$ cat src/rtl/vehicle_detect.sv
// -----------------------------------------------------------------------------
// vehicle_detect
//
// Conditions the four raw inductive-loop inputs of the intersection into clean,
// one-pulse-per-vehicle detect strobes for the downstream car counters.
// Each of the four channels is independent and contains:
//   - a 2-flop synchronizer for the asynchronous loop input
//   - a debounce FSM (IDLE / QUAL_ON / PRESENT / QUAL_OFF) that accepts an
//     edge only after DEB_CYCLES identical synchronized samples
//   - a fixed-width pulse generator fired on entry to PRESENT
//   - a stuck-loop watchdog that flags a loop occupied for STUCK_CYCLES
//
// Ports
//   clock                      system clock, rising edge
//   rst_n                      asynchronous active-low reset
//   sensor_ns/sn/ew/we         raw loop inputs, high = metal present
//   detect_ns/sn/ew/we         clean vehicle pulses, PULSE_CYCLES wide
//   fault[3:0]                 stuck-loop flags, {we, ew, sn, ns}
//   occupied[3:0]              debounced occupancy, {we, ew, sn, ns}
//
// Per-channel FSM state is visible hierarchically as g_ch[i].state.
// -----------------------------------------------------------------------------
module vehicle_detect #(
  parameter int DEB_CYCLES   = 16,
  parameter int PULSE_CYCLES = 4,
  parameter int STUCK_CYCLES = 1000,
  parameter int CW           = 16
) (
  input  logic       clock,
  input  logic       rst_n,
  input  logic       sensor_ns,
  input  logic       sensor_sn,
  input  logic       sensor_ew,
  input  logic       sensor_we,
  output logic       detect_ns,
  output logic       detect_sn,
  output logic       detect_ew,
  output logic       detect_we,
  output logic [3:0] fault,
  output logic [3:0] occupied
);

  typedef enum logic [1:0] {
    IDLE     = 2'd0,
    QUAL_ON  = 2'd1,
    PRESENT  = 2'd2,
    QUAL_OFF = 2'd3
  } state_t;

  // The debounce counter holds the number of agreeing samples seen so far;
  // the edge is accepted on the sample that would bring it to DEB_CYCLES.
  localparam logic [CW-1:0] DEB_LAST   = CW'(DEB_CYCLES - 1);
  localparam logic [CW-1:0] PULSE_LEN  = CW'(PULSE_CYCLES);
  localparam logic [CW-1:0] STUCK_MAX  = CW'(STUCK_CYCLES);
  localparam logic [CW-1:0] STUCK_LAST = CW'(STUCK_CYCLES - 1);

  logic [3:0] raw;
  logic [3:0] detect;

  assign raw       = {sensor_we, sensor_ew, sensor_sn, sensor_ns};
  assign detect_ns = detect[0];
  assign detect_sn = detect[1];
  assign detect_ew = detect[2];
  assign detect_we = detect[3];

  for (genvar i = 0; i < 4; i++) begin : g_ch
    logic          sync_meta;
    logic          sync_s;
    state_t        state;
    state_t        state_next;
    logic [CW-1:0] deb_cnt;
    logic [CW-1:0] pulse_cnt;
    logic [CW-1:0] stuck_cnt;
    logic          fault_q;
    logic          occ;
    logic          enter_present;
    logic          enter_idle;
    logic          stuck_hit;

    // Two-flop synchronizer; sync_s is the only copy of the input used below.
    always_ff @(posedge clock or negedge rst_n) begin
      if (!rst_n) begin
        sync_meta <= 1'b0;
        sync_s    <= 1'b0;
      end else begin
        sync_meta <= raw[i];
        sync_s    <= sync_meta;
      end
    end

    // State register
    always_ff @(posedge clock or negedge rst_n) begin
      if (!rst_n) begin
        state <= IDLE;
      end else begin
        state <= state_next;
      end
    end

    // Next-state logic
    always_comb begin
      state_next = state;
      case (state)
        IDLE: begin
          if (sync_s) state_next = QUAL_ON;
        end
        QUAL_ON: begin
          if (!sync_s)                  state_next = IDLE;
          else if (deb_cnt == DEB_LAST) state_next = PRESENT;
        end
        PRESENT: begin
          if (!sync_s) state_next = QUAL_OFF;
        end
        QUAL_OFF: begin
          // A short dropout returns to PRESENT: same vehicle, no new pulse.
          if (sync_s)                   state_next = PRESENT;
          else if (deb_cnt == DEB_LAST) state_next = IDLE;
        end
        default: state_next = IDLE;
      endcase
    end

    // Output / strobe decode
    always_comb begin
      occ           = (state == PRESENT) || (state == QUAL_OFF);
      enter_present = (state == QUAL_ON) && (state_next == PRESENT);
      enter_idle    = (state != IDLE) && (state_next == IDLE);
      stuck_hit     = occ && (stuck_cnt == STUCK_LAST);
    end

    // Debounce counter: counts agreeing samples while qualifying, restarts at 1
    // on entering a qualify state, and is 0 elsewhere. It never exceeds
    // DEB_CYCLES-1 because the FSM leaves the qualify state at that point.
    always_ff @(posedge clock or negedge rst_n) begin
      if (!rst_n) begin
        deb_cnt <= '0;
      end else if ((state_next == QUAL_ON) || (state_next == QUAL_OFF)) begin
        deb_cnt <= (state_next == state) ? deb_cnt + CW'(1) : CW'(1);
      end else begin
        deb_cnt <= '0;
      end
    end

    // Pulse generator: loaded on entry to PRESENT, then runs down regardless
    // of what the FSM does afterwards.
    always_ff @(posedge clock or negedge rst_n) begin
      if (!rst_n) begin
        pulse_cnt <= '0;
      end else if (enter_present) begin
        pulse_cnt <= PULSE_LEN;
      end else if (pulse_cnt != '0) begin
        pulse_cnt <= pulse_cnt - CW'(1);
      end
    end

    // Stuck watchdog: counts occupied clocks since the vehicle was accepted,
    // saturating at STUCK_CYCLES. The fault flag is set on the clock the
    // count reaches STUCK_CYCLES and cleared on the clock the channel goes
    // back to IDLE (clear wins if both happen together).
    always_ff @(posedge clock or negedge rst_n) begin
      if (!rst_n) begin
        stuck_cnt <= '0;
        fault_q   <= 1'b0;
      end else begin
        if (enter_present) begin
          stuck_cnt <= '0;
        end else if (occ && (stuck_cnt != STUCK_MAX)) begin
          stuck_cnt <= stuck_cnt + CW'(1);
        end

        if (enter_idle) begin
          fault_q <= 1'b0;
        end else if (stuck_hit) begin
          fault_q <= 1'b1;
        end
      end
    end

    assign detect[i]   = (pulse_cnt != '0);
    assign occupied[i] = occ;
    assign fault[i]    = fault_q;
  end

endmodule

$ cat config.mk
export PLATFORM = sky130hd
export DESIGN_NAME = vehicle_detect
export DESIGN_NICKNAME = d
export VERILOG_FILES = /design/src/rtl/vehicle_detect.sv
export SDC_FILE = /design/constraint.sdc
export NUM_CORES = 1
export LEC_CHECK = 0
export BUFFER_PORTS_ARGS = -buffer_cell sky130_fd_sc_hd__buf_2
export CAP_MARGIN = 20
export CORE_ASPECT_RATIO = 0.5
export CORE_MARGIN = 1
export CORE_UTILIZATION = 23
export DETAILED_ROUTE_END_ITERATION = 12
export SYNTH_ARGS = -nofsm -noshare
export SYNTH_HDL_FRONTEND = slang
export SYNTH_SLANG_ARGS = --single-unit
$ cat constraint.sdc
create_clock -name clock -period 4.14 [get_ports clock]
set_clock_uncertainty 0.15 [all_clocks]
set_input_delay 0.207 -clock clock [delete_from_list [all_inputs] [get_ports clock]]
set_output_delay 0.207 -clock clock [all_outputs]
set_load 0.05 [all_outputs]
Yosys cells after proc, flatten, opt, wreduce, memory -nomap -nowiden
Index checks and enable logic that the tools add are counted.
{ "totals": {"reg_bits": 212, "out_inout_bits": 12, "elab_cells": 192, "input_bits": 6} }
{ "op_classes": {"eq_ne": 40, "mux": 60, "addsub": 12, "n_reduce_logical": 52} }
{ "ops": {"columns": ["cell", "n"], "rows": [
  ["16-bit two-way mux", 24],
  ["16-bit by 1-bit adder with 16-bit output (second input constant)", 8],
  ["16-bit by 10-bit equality test with 1-bit output (second input constant)", 4],
  ["16-bit by 4-bit equality test with 1-bit output (second input constant)", 4],
  ["16-bit by 10-bit != test with 1-bit output (second input constant)", 4],
  ["16-bit nonzero test", 4],
  ["16-bit by 1-bit subtractor with 16-bit output (second input constant)", 4],
  ["2-bit two-way mux", 24],
  ["2-bit equality test (second input constant)", 16],
  ["2-bit case mux with 4 select lines", 4],
  ["2-bit nonzero test", 16],
  ["2-bit by 1-bit equality test with 1-bit output (second input constant)", 8],
  ["1-bit logical AND", 16],
  ["2-bit zero test", 8],
  ["2-bit equality test", 4],
  ["1-bit logical OR", 8],
  ["1-bit two-way mux", 8]
]} }

Longest topological paths before layout
Gate-level depths: netlist of the first run.
{ "logic_depth": {"word_depth": 7, "depth_mapped": 7} }

Least setup slack after synthesis of the first run
OpenSTA, ideal clock, no wires.
{ "synth_timing": {"kind": "register to register", "startpoint": "reg g_ch[1].pulse_cnt[0]", "endpoint": "reg g_ch[1].pulse_cnt[2]", "path_buffers": 1, "synth_period_minus_slack_ns": 2.363, "setup_slack_ns": 1.777, "t_arrival_ns": 2.089, "path_stages_with_launch": 8, "path_cell_list": "dfrtp_1 -> inv_1 -> ha_1 -> or4b_2 -> nor4_2 -> buf_4 -> nor3_1 -> a211o_1"} }
{ "synth_via": {"elab_chain_len": 3} }
{ "synth_lines": {"columns": ["element", "line_no", "source"], "rows": [
  ["start, declared", "72", "logic [CW-1:0] pulse_cnt;"],
  ["start signal, assigned", "152", "pulse_cnt <= pulse_cnt - CW'(1);"],
  ["16-bit by 1-bit subtractor with 16-bit output", "152", null],
  ["16-bit two-way mux", "151", "end else if (pulse_cnt != '0) begin"],
  ["16-bit two-way mux", "149", "end else if (enter_present) begin"]
]} }
Several ways; a longest one is shown, not always the timed one. The select of a mux whose other input is x is not followed.
A chain may end at the register's enable or synchronous reset.

Worst setup path in the final report of the first run
{ "layout_timing": {"startpoint": "reg g_ch[1].pulse_cnt[0]", "endpoint": "out detect_sn"} }
{ "layout_via": {"elab_chain_len": 1} }
{ "layout_lines": {"columns": ["element", "line_no", "source"], "rows": [
  ["16-bit nonzero test", "179", "assign detect[i] = (pulse_cnt != '0);"],
  ["end, declared", "36", "output logic detect_sn,"]
]} }
Every way passes these cells.

==> results of run 1 <==
## synthesized netlist by cell type (10+ instances only)
cell type / number / share of area
nor4_1: 38 / 0.022
or2_2: 12 / 0.0068
a21oi_1: 79 / 0.036
nand2_1: 58 / 0.020
nand4_1: 41 / 0.023
xnor2_1: 61 / 0.048
nand3_1: 52 / 0.024
or4_1: 35 / 0.024
or4b_2: 11 / 0.010
dfrtp_1: 212 / 0.48
o21ai_0: 44 / 0.020
or3_1: 44 / 0.025
clkbuf_1: 29 / 0.0099
xor2_1: 33 / 0.026
inv_1: 49 / 0.017
nor2_1: 140 / 0.048
nor3_1: 45 / 0.020
ha_1: 16 / 0.018
and3_1: 11 / 0.0062
o31ai_1: 26 / 0.018
nor2b_1: 10 / 0.0057
and4_1: 13 / 0.010
## state kept, by name, indices dropped and copies added, names as in the netlist
name            count
g_ch.deb_cnt       64
g_ch.sync_meta      4
g_ch.stuck_cnt     64
g_ch.fault_q        4
g_ch.pulse_cnt     64
g_ch.sync_s         4
g_ch.state          8
## per-stage QoR
step           setup slack (ns)  hold WS (ns)  cell area, um^2  power [W]   util
4_1_cts                    1.27         0.170            12700    0.00644  0.270
3_3_place_gp               1.31         0.166            11800    0.00405  0.250
3_5_place_dp               1.28         0.167            11800    0.00408  0.251
5_1_grt                    1.25         0.198            12700    0.00675  0.270
6_report                   1.38         0.193            12700    0.00635  0.270
2_1_floorplan              1.78        -0.239            11000    0.00373      -
## worst reg2reg max path: stages, from the launching register on
cell	delay (ns)
dfrtp_1	0.37
inv_1	0.10
ha_1	0.21
or4b_2	0.61
nor4_2	0.63
buf_4	0.27
nor2b_1	0.05
a211oi_1	0.20
## logic make-up (layout without fill, tap and decap cells)
logic type / Yosys count / count (layout)
AOI/OAI and AO/OA: 192 / 192
DFF: 212 / 212
muxes: 10 / 10
xor gates and xnor gates: 94 / 94
buffers and inverters: 96 / 126
adders and majority gates: 16 / 16
and+or+nand+nor: 548 / 548
## timing repair
item                      in CTS  in global routing
hold endpoints to repair     117                  0
hold buffers                   5                  0
buffers inserted               0                  0
## worst max-delay path by stage
| stage | end | slack, ns | cells after the start |
|---|---|---|---|
| finish | detect_sn | 1.38 | 6 |
| global route | detect_sn | 1.25 | 6 |
| CTS | g_ch[1].pulse_cnt[3]$_DFFE_PN0P_ | 1.27 | 6 |
| detailed placement | g_ch[1].pulse_cnt[7]$_DFFE_PN0P_ | 1.28 | 6 |
| global placement | g_ch[1].pulse_cnt[3]$_DFFE_PN0P_ | 1.31 | 6 |
| floorplan | g_ch[1].pulse_cnt[2]$_DFFE_PN0P_ | 1.78 | 7 |
## cells in the final DEF (no fill, tap or decap), types with 12 or more instances in the layout
cell / count
dfrtp_1: 212
nor2_1: 139
a21oi_1: 79
xnor2_1: 61
nand2_1: 58
nand3_1: 52
inv_1: 49
o21ai_0: 44
or3_1: 44
nor3_1: 44
nand4_1: 41
nor4_1: 38
or4_1: 35
xor2_1: 33
o31ai_1: 26
clkbuf_16: 25
ha_1: 16
buf_2: 16
and4_1: 13
or2_2: 12
## per-layer routing
metal | up-vias | wire [um] | global-route usage
met3 | 30 | 482 | 0.0127
met5 | - | 0 | 0
met4 | 0 | 435 | 0.0243
met1 | 4079 | 10600 | 0.114
met2 | 71 | 9860 | 0.153
li1 | 4253 | - | -
## power by group through the flow
stage / sequential (W) / combinational, W / clock [W]
global route: 0.00228 / 0.00200 / 0.00247
floorplan: 0.00228 / 0.00145 / 0
detailed placement: 0.00230 / 0.00178 / 0
finish: 0.00226 / 0.00178 / 0.00231
CTS: 0.00226 / 0.00178 / 0.00239
global placement: 0.00230 / 0.00175 / 0
## area by class of cell
class / count / area share
well taps: 638 / 0.0627
clock inverters: 9 / 0.0140
inverters: 49 / 0.0144
clock buffers: 35 / 0.0544
multi-input cells: 860 / 0.420
flip-flops and latches: 212 / 0.417
repair buffers: 33 / 0.0182
==> summary.md, run 1 <==
| Metric | Value |
|---|---|
| Outcome | finished clean |
| Ports | 18 |
| CTS root buffer | clkbuf_16 |
| FILL cells | between 4,000 and 5,000 |
| Worst-path clk slew | roughly 0.06 ns |
| Synth Area in Adders | 0.0181 |
| Worst reg2reg path endpoint | g_ch[3].pulse_cnt[1]$_DFFE_PN0P_ |
| Vias per cell | roughly 4.6 |
| Routability Congestion | 0.774 |
| Worst R2R Start | g_ch[3].pulse_cnt[0]$_DFFE_PN0P_ |
| Combinational Power Share | 0.280 |
| Initial antenna violation count | 0 |
| Reg2reg path depth | 7 |
| CP Capture Type | output port |
| Vias | 8,433 |
| Leakage | 5.41 nW |
| Core Box Area | around 47,000 um^2 |
| Worst Path Arrival | about 2.4 ns |
| Yosys warns | 0 |
| Delay-heaviest family, CP | simple AND/OR/NAND/NOR gates |
| Power density over the cells | between 400 and 500 nW/um^2 |
| Initial Utilization | 0.234 |
| Clock Path Buffers | 3 |
| Drt drc | 0 |
| Synthesized flop and latch total | about 210 |
| Setup TNS | 0 ns |
| Share of layout cells above drive strength 1 | 0.0893 |
| Cell Int Power | between 0.004 and 0.005 W |
| Launching element type of the critical path | flip-flop |
| CTS resizes | 0 |
| Post-synthesis sequential area ratio | 0.481 |
| Fin cells | ~1,800 |
| Largest net degree at the start of global routing | around 120 |
| Cts bufs inserted | 24 |
| Number of global-route vias before repair | 8,232 |
| Routed wire length | between 20,000 and 25,000 um |
| Syn Area/Cell | 9.45 um^2 |
| Synth Flop Type | dfrtp_1 |
| Sequential share of power | 0.356 |
| Slew HR | 0.410 |
| Cells after synthesis | between 1,000 and 1,500 |
| Antenna diodes | 0 |
| Final hold violation count | 0 |
| Synthesized area | between 10,000 and 15,000 um^2 |
| Req. time, crit path | about 3.8 ns |
| Syn Nets | roughly 1,200 |
| Fin nets | ~1,200 |
| HP Start | g_ch[2].sync_meta$_DFF_PN0_ |
| Slowest stage delay, CP | ~0.66 ns |
| Achievable Freq | between 300 and 400 MHz |
| Setup CP Type | flip-flop to output port |
| Fraction of registers with async set or reset after synthesis | 1.00 |
| Iter 0 DRT Violations | 391 |
| Placed cells | between 1,500 and 2,000 |
| Placement Rows | between 50 and 60 |
| Grt ovf | 0 |
| Clock sinks | around 210 |
| Area Growth Syn to Fin | 15.4% |
| Synth Area in XOR/XNOR | 0.0746 |
| Multi-input gate area | between 5000 and 6000 um^2 |
| Fraction of the mapped netlist area in simple logic gates | 0.274 |
| Final setup violation count | 0 |
| Clock network power share | 0.363 |
| Iteration count of the initial detailed-routing pass | 4 |
| Post-DP HPWL | ~14,000 um |
| Global-route wire length before repair | roughly 38,000 um |
| Slowest CP cell | or4b_2 |
| Final min period | about 2.8 ns |
| Slew @ Worst Pin | 0.877 ns |
| Worst-path fanout max | 4 |
| Library cells used by synthesis | 63 |
| Later-pin clock latency in the skew report | 0.51 ns |
| Main combinational cell family by area after synthesis | simple AND/OR/NAND/NOR gates |
| Post-route clock period utilization | 0.666 |
| RSZ-0062 raised after global routing | no |
| Switching Share | 0.308 |
| Post-route ant nets | 0 |
| Sw Pwr | just under 0.002 W |
| H-Tree Depth | 1 |
| Crit. Startpoint | g_ch[1].pulse_cnt[0]$_DFFE_PN0P_ |
| Compound-gate portion of the synthesized area | 0.106 |
| Post-synth EDFFs | 0 |
| Sequential cell area | ~5300 um^2 |
| HP Class | flip-flop to flip-flop |
| IO buf count | 17 |
| CTS tree | done |
| R2R Setup Slk | about 1.5 ns |
| Worst hold stages | 0 |
| Multiplexer area fraction after synthesis | 0.00930 |
| Peak VDD IR | ~0.00032 V |
| CP bufs+invs | 2 |
| CP Cell Sequence | inv_1 -> ha_1 -> or4b_2 -> nor3_1 -> nand3_1 -> buf_2 |
| GRT Overall Usage | 0.0880 |
| Max cap viols | 0 |
| Die W | roughly 310 um |
| Hold Path End | g_ch[2].sync_s$_DFF_PN0_ |
| Drt wl/cell | roughly 12 um |
| Die Ht | roughly 160 um |
| Max Slew Vio Count | 0 |
| Total die area | around 50,000 um^2 |
Note: power is estimated with default switching activity, not from simulation.
==> inputs of run 2 (changes only) <==
==> constraint.sdc (replaced) <==
create_clock -name clock -period 2.5 [get_ports clock]
set_clock_uncertainty 0.15 [all_clocks]
set_input_delay 0.125 -clock clock [delete_from_list [all_inputs] [get_ports clock]]
set_output_delay 0.125 -clock clock [all_outputs]
set_load 0.05 [all_outputs]
==> run 2 against run 1 <==
Clock power up 52%. Wire length up 2.5%. Total power is 66% higher. Register-to-register slack lost 1.3 ns. Sequential power is 66% higher. Combinational power grew 85%. Clock-buffer cell count is 2 higher. Critical path type unchanged. Largest power group is now sequential cells.
==> summary.md, run 2 (synthesis results as in run 1) <==
| Metric | Value |
|---|---|
| Drt drc | 0 |
| Routed wire length | 22,000 um |
| Req. time, crit path | roughly 2.2 ns |
| Post-route ant nets | 0 |
| GRT Overall Usage | 0.0900 |
| Max Slew Vio Count | 0 |
| Cts bufs inserted | 25 |
| Clock sinks | approximately 210 |
| Setup CP Type | flip-flop to output port |
| Final hold violation count | 0 |
| Global-route wire length before repair | 38,700 um |
| Design area | 13,000 um^2 |
| Switching Share | 0.313 |
| Outcome | finished clean |
| Vias per cell | ~4.6 |
| Die W | about 310 um |
| Combinational Power Share | 0.311 |
| RSZ-0062 raised after global routing | yes |
| Sequential share of power | 0.355 |
| Vias | roughly 8,600 |
| Drt wl/cell | approximately 12 um |
| Sw Pwr | between 0.003 and 0.004 W |
| Placement Rows | 56 |
| Worst Path Arrival | about 2.2 ns |
| Most frequent cells in the layout | dfrtp_1, nor2_1, a21oi_1 |
| CP Capture Type | output port |
| Power density over the cells | a little over 800 nW/um^2 |
| Fin util | 0.276 |
| HP Class | input port to async pin |
| Iter 0 DRT Violations | between 400 and 500 |
| CTS root buffer | clkbuf_16 |
| Post-route clock period utilization | 0.976 |
| Post-DP Area | approximately 12,000 um^2 |
| Later-pin clock latency in the skew report | 0.51 ns |
| Slew @ Worst Pin | around 0.54 ns |
| Clock network power share | 0.333 |
| Leakage | approximately 5.6 nW |
| Largest net degree at the start of global routing | 67 |
| Worst-path fanout max | 7 |
| Fin nets | roughly 1,200 |
| Post-DP HPWL | between 10,000 and 15,000 um |
| Ports | 18 |
| Biggest regs | g_ch.deb_cnt (64), g_ch.pulse_cnt (64), g_ch.stuck_cnt (64) |
| Total die area | slightly below 50,000 um^2 |
| Initial antenna violation count | 0 |
| Final min period | about 2.4 ns |
| Worst-path clk slew | 0.06 ns |
| H-Tree Depth | 1 |
| Achievable Freq | 410 MHz |
| Die Ht | approximately 160 um |
| Routability Congestion | approximately 0.80 |
| Slew HR | 0.634 |
| Final setup violation count | 0 |
| Area Growth Syn to Fin | 17.9% |
| Grt ovf | 0 |
| Number of global-route vias before repair | about 8,000 |
| Peak VDD IR | between 0.0004 and 0.0005 V |
| Clock Path Buffers | 3 |
| Initial Utilization | 0.234 |
| Share of layout cells above drive strength 1 | 0.123 |
| IO buf count | 17 |
| Antenna diodes | 0 |
| Max cap viols | 0 |
| Iteration count of the initial detailed-routing pass | 5 |
| Commonest non-fill, non-tap cell in the layout | dfrtp_1 |
| CTS tree | done |
| Launching element type of the critical path | flip-flop |
| Core Box Area | 47,100 um^2 |
| Cell Int Power | just over 0.007 W |
run 2: changes by cell type in the layout (fill, tap and decap cells not counted), sizes merged:
cell      delta
clkinvlp     -3
bufinv       -4
inv          +1
clkbuf       +2
clkinv       +1
buf         +29
run 2: routing by layer:
metal,GRT usage,part of all wire,up-vias
li1,-,-,4316
met1,0.121,0.49,4115
met2,0.151,0.46,90
met3,0.0131,0.028,34
met4,0.0243,0.023,0
met5,0,0,-
run 2: layout make-up:
cell class / count / area [um^2]
clock buffers: 37 / 741
clock inverters: 4 / 55.1
fillers: 4987 / 34100
inverters: 49 / 184
multi-input cells: 860 / 5420
flip-flops and latches: 212 / 5310
well taps: 638 / 798
repair buffers: 62 / 495
run 2: power groups by stage:
| stage | clock network, W | logic, W | registers (W) |
|---|---|---|---|
| after detailed placement | 0 | 0.00317 | 0.00381 |
| after global placement | 0 | 0.00312 | 0.00381 |
| after global routing | 0.00379 | 0.00369 | 0.00377 |
| after floorplan | 0 | 0.00231 | 0.00378 |
| after CTS | 0.00367 | 0.00321 | 0.00375 |
| final | 0.00352 | 0.00329 | 0.00375 |
run 2: timing repair:
| action | CTS | global route |
|---|---|---|
| resized for setup | 11 | 16 |
| pin swaps | 0 | 3 |
| hold buffers | 5 | 0 |
| setup buffers | 0 | 7 |
| endpoints found under the hold margin | 216 | 0 |
| endpoints found under the setup margin | 4 | 4 |
run 2: worst paths after layout:
kind,start,to,slack [ns],cells past startpoint
worst min-delay path,rst_n,g_ch[2].pulse_cnt[14]$_DFFE_PN0P_,0.01,2
worst max-delay path,g_ch[3].pulse_cnt[6]$_DFFE_PN0P_,detect_we,0.06,4
max in group asynchronous,rst_n,g_ch[3].stuck_cnt[0]$_DFFE_PN0P_,1.47,3
worst min register to register,g_ch[2].sync_meta$_DFF_PN0_,g_ch[2].sync_s$_DFF_PN0_,0.20,0
worst max register to register,g_ch[1].pulse_cnt[1]$_DFFE_PN0P_,g_ch[1].pulse_cnt[1]$_DFFE_PN0P_,0.14,8
min in group clock,sensor_ew,g_ch[2].sync_meta$_DFF_PN0_,0.10,2
run 2: worst max-delay path, stage by stage (launching register included):
cell	delay, ns
dfrtp_2	0.44
or4_4	0.59
or2_4	0.30
nand2b_1	0.14
buf_4	0.19
run 2: stage by stage:
stage	hold slack, ns	worst slack, ns	TNS [ns]	cells	total power [W]
4_1_cts	0.0139	0.0113	0	1855	0.0106
6_report	0.0120	0.0611	0	1862	0.0106
2_1_floorplan	-0.321	0.137	0	1168	0.00609
3_3_place_gp	-0.0314	0.119	0	1809	0.00693
5_1_grt	0.0626	-0.0183	-0.0378	1862	0.0113
3_5_place_dp	-0.0291	0.0879	0	1809	0.00698
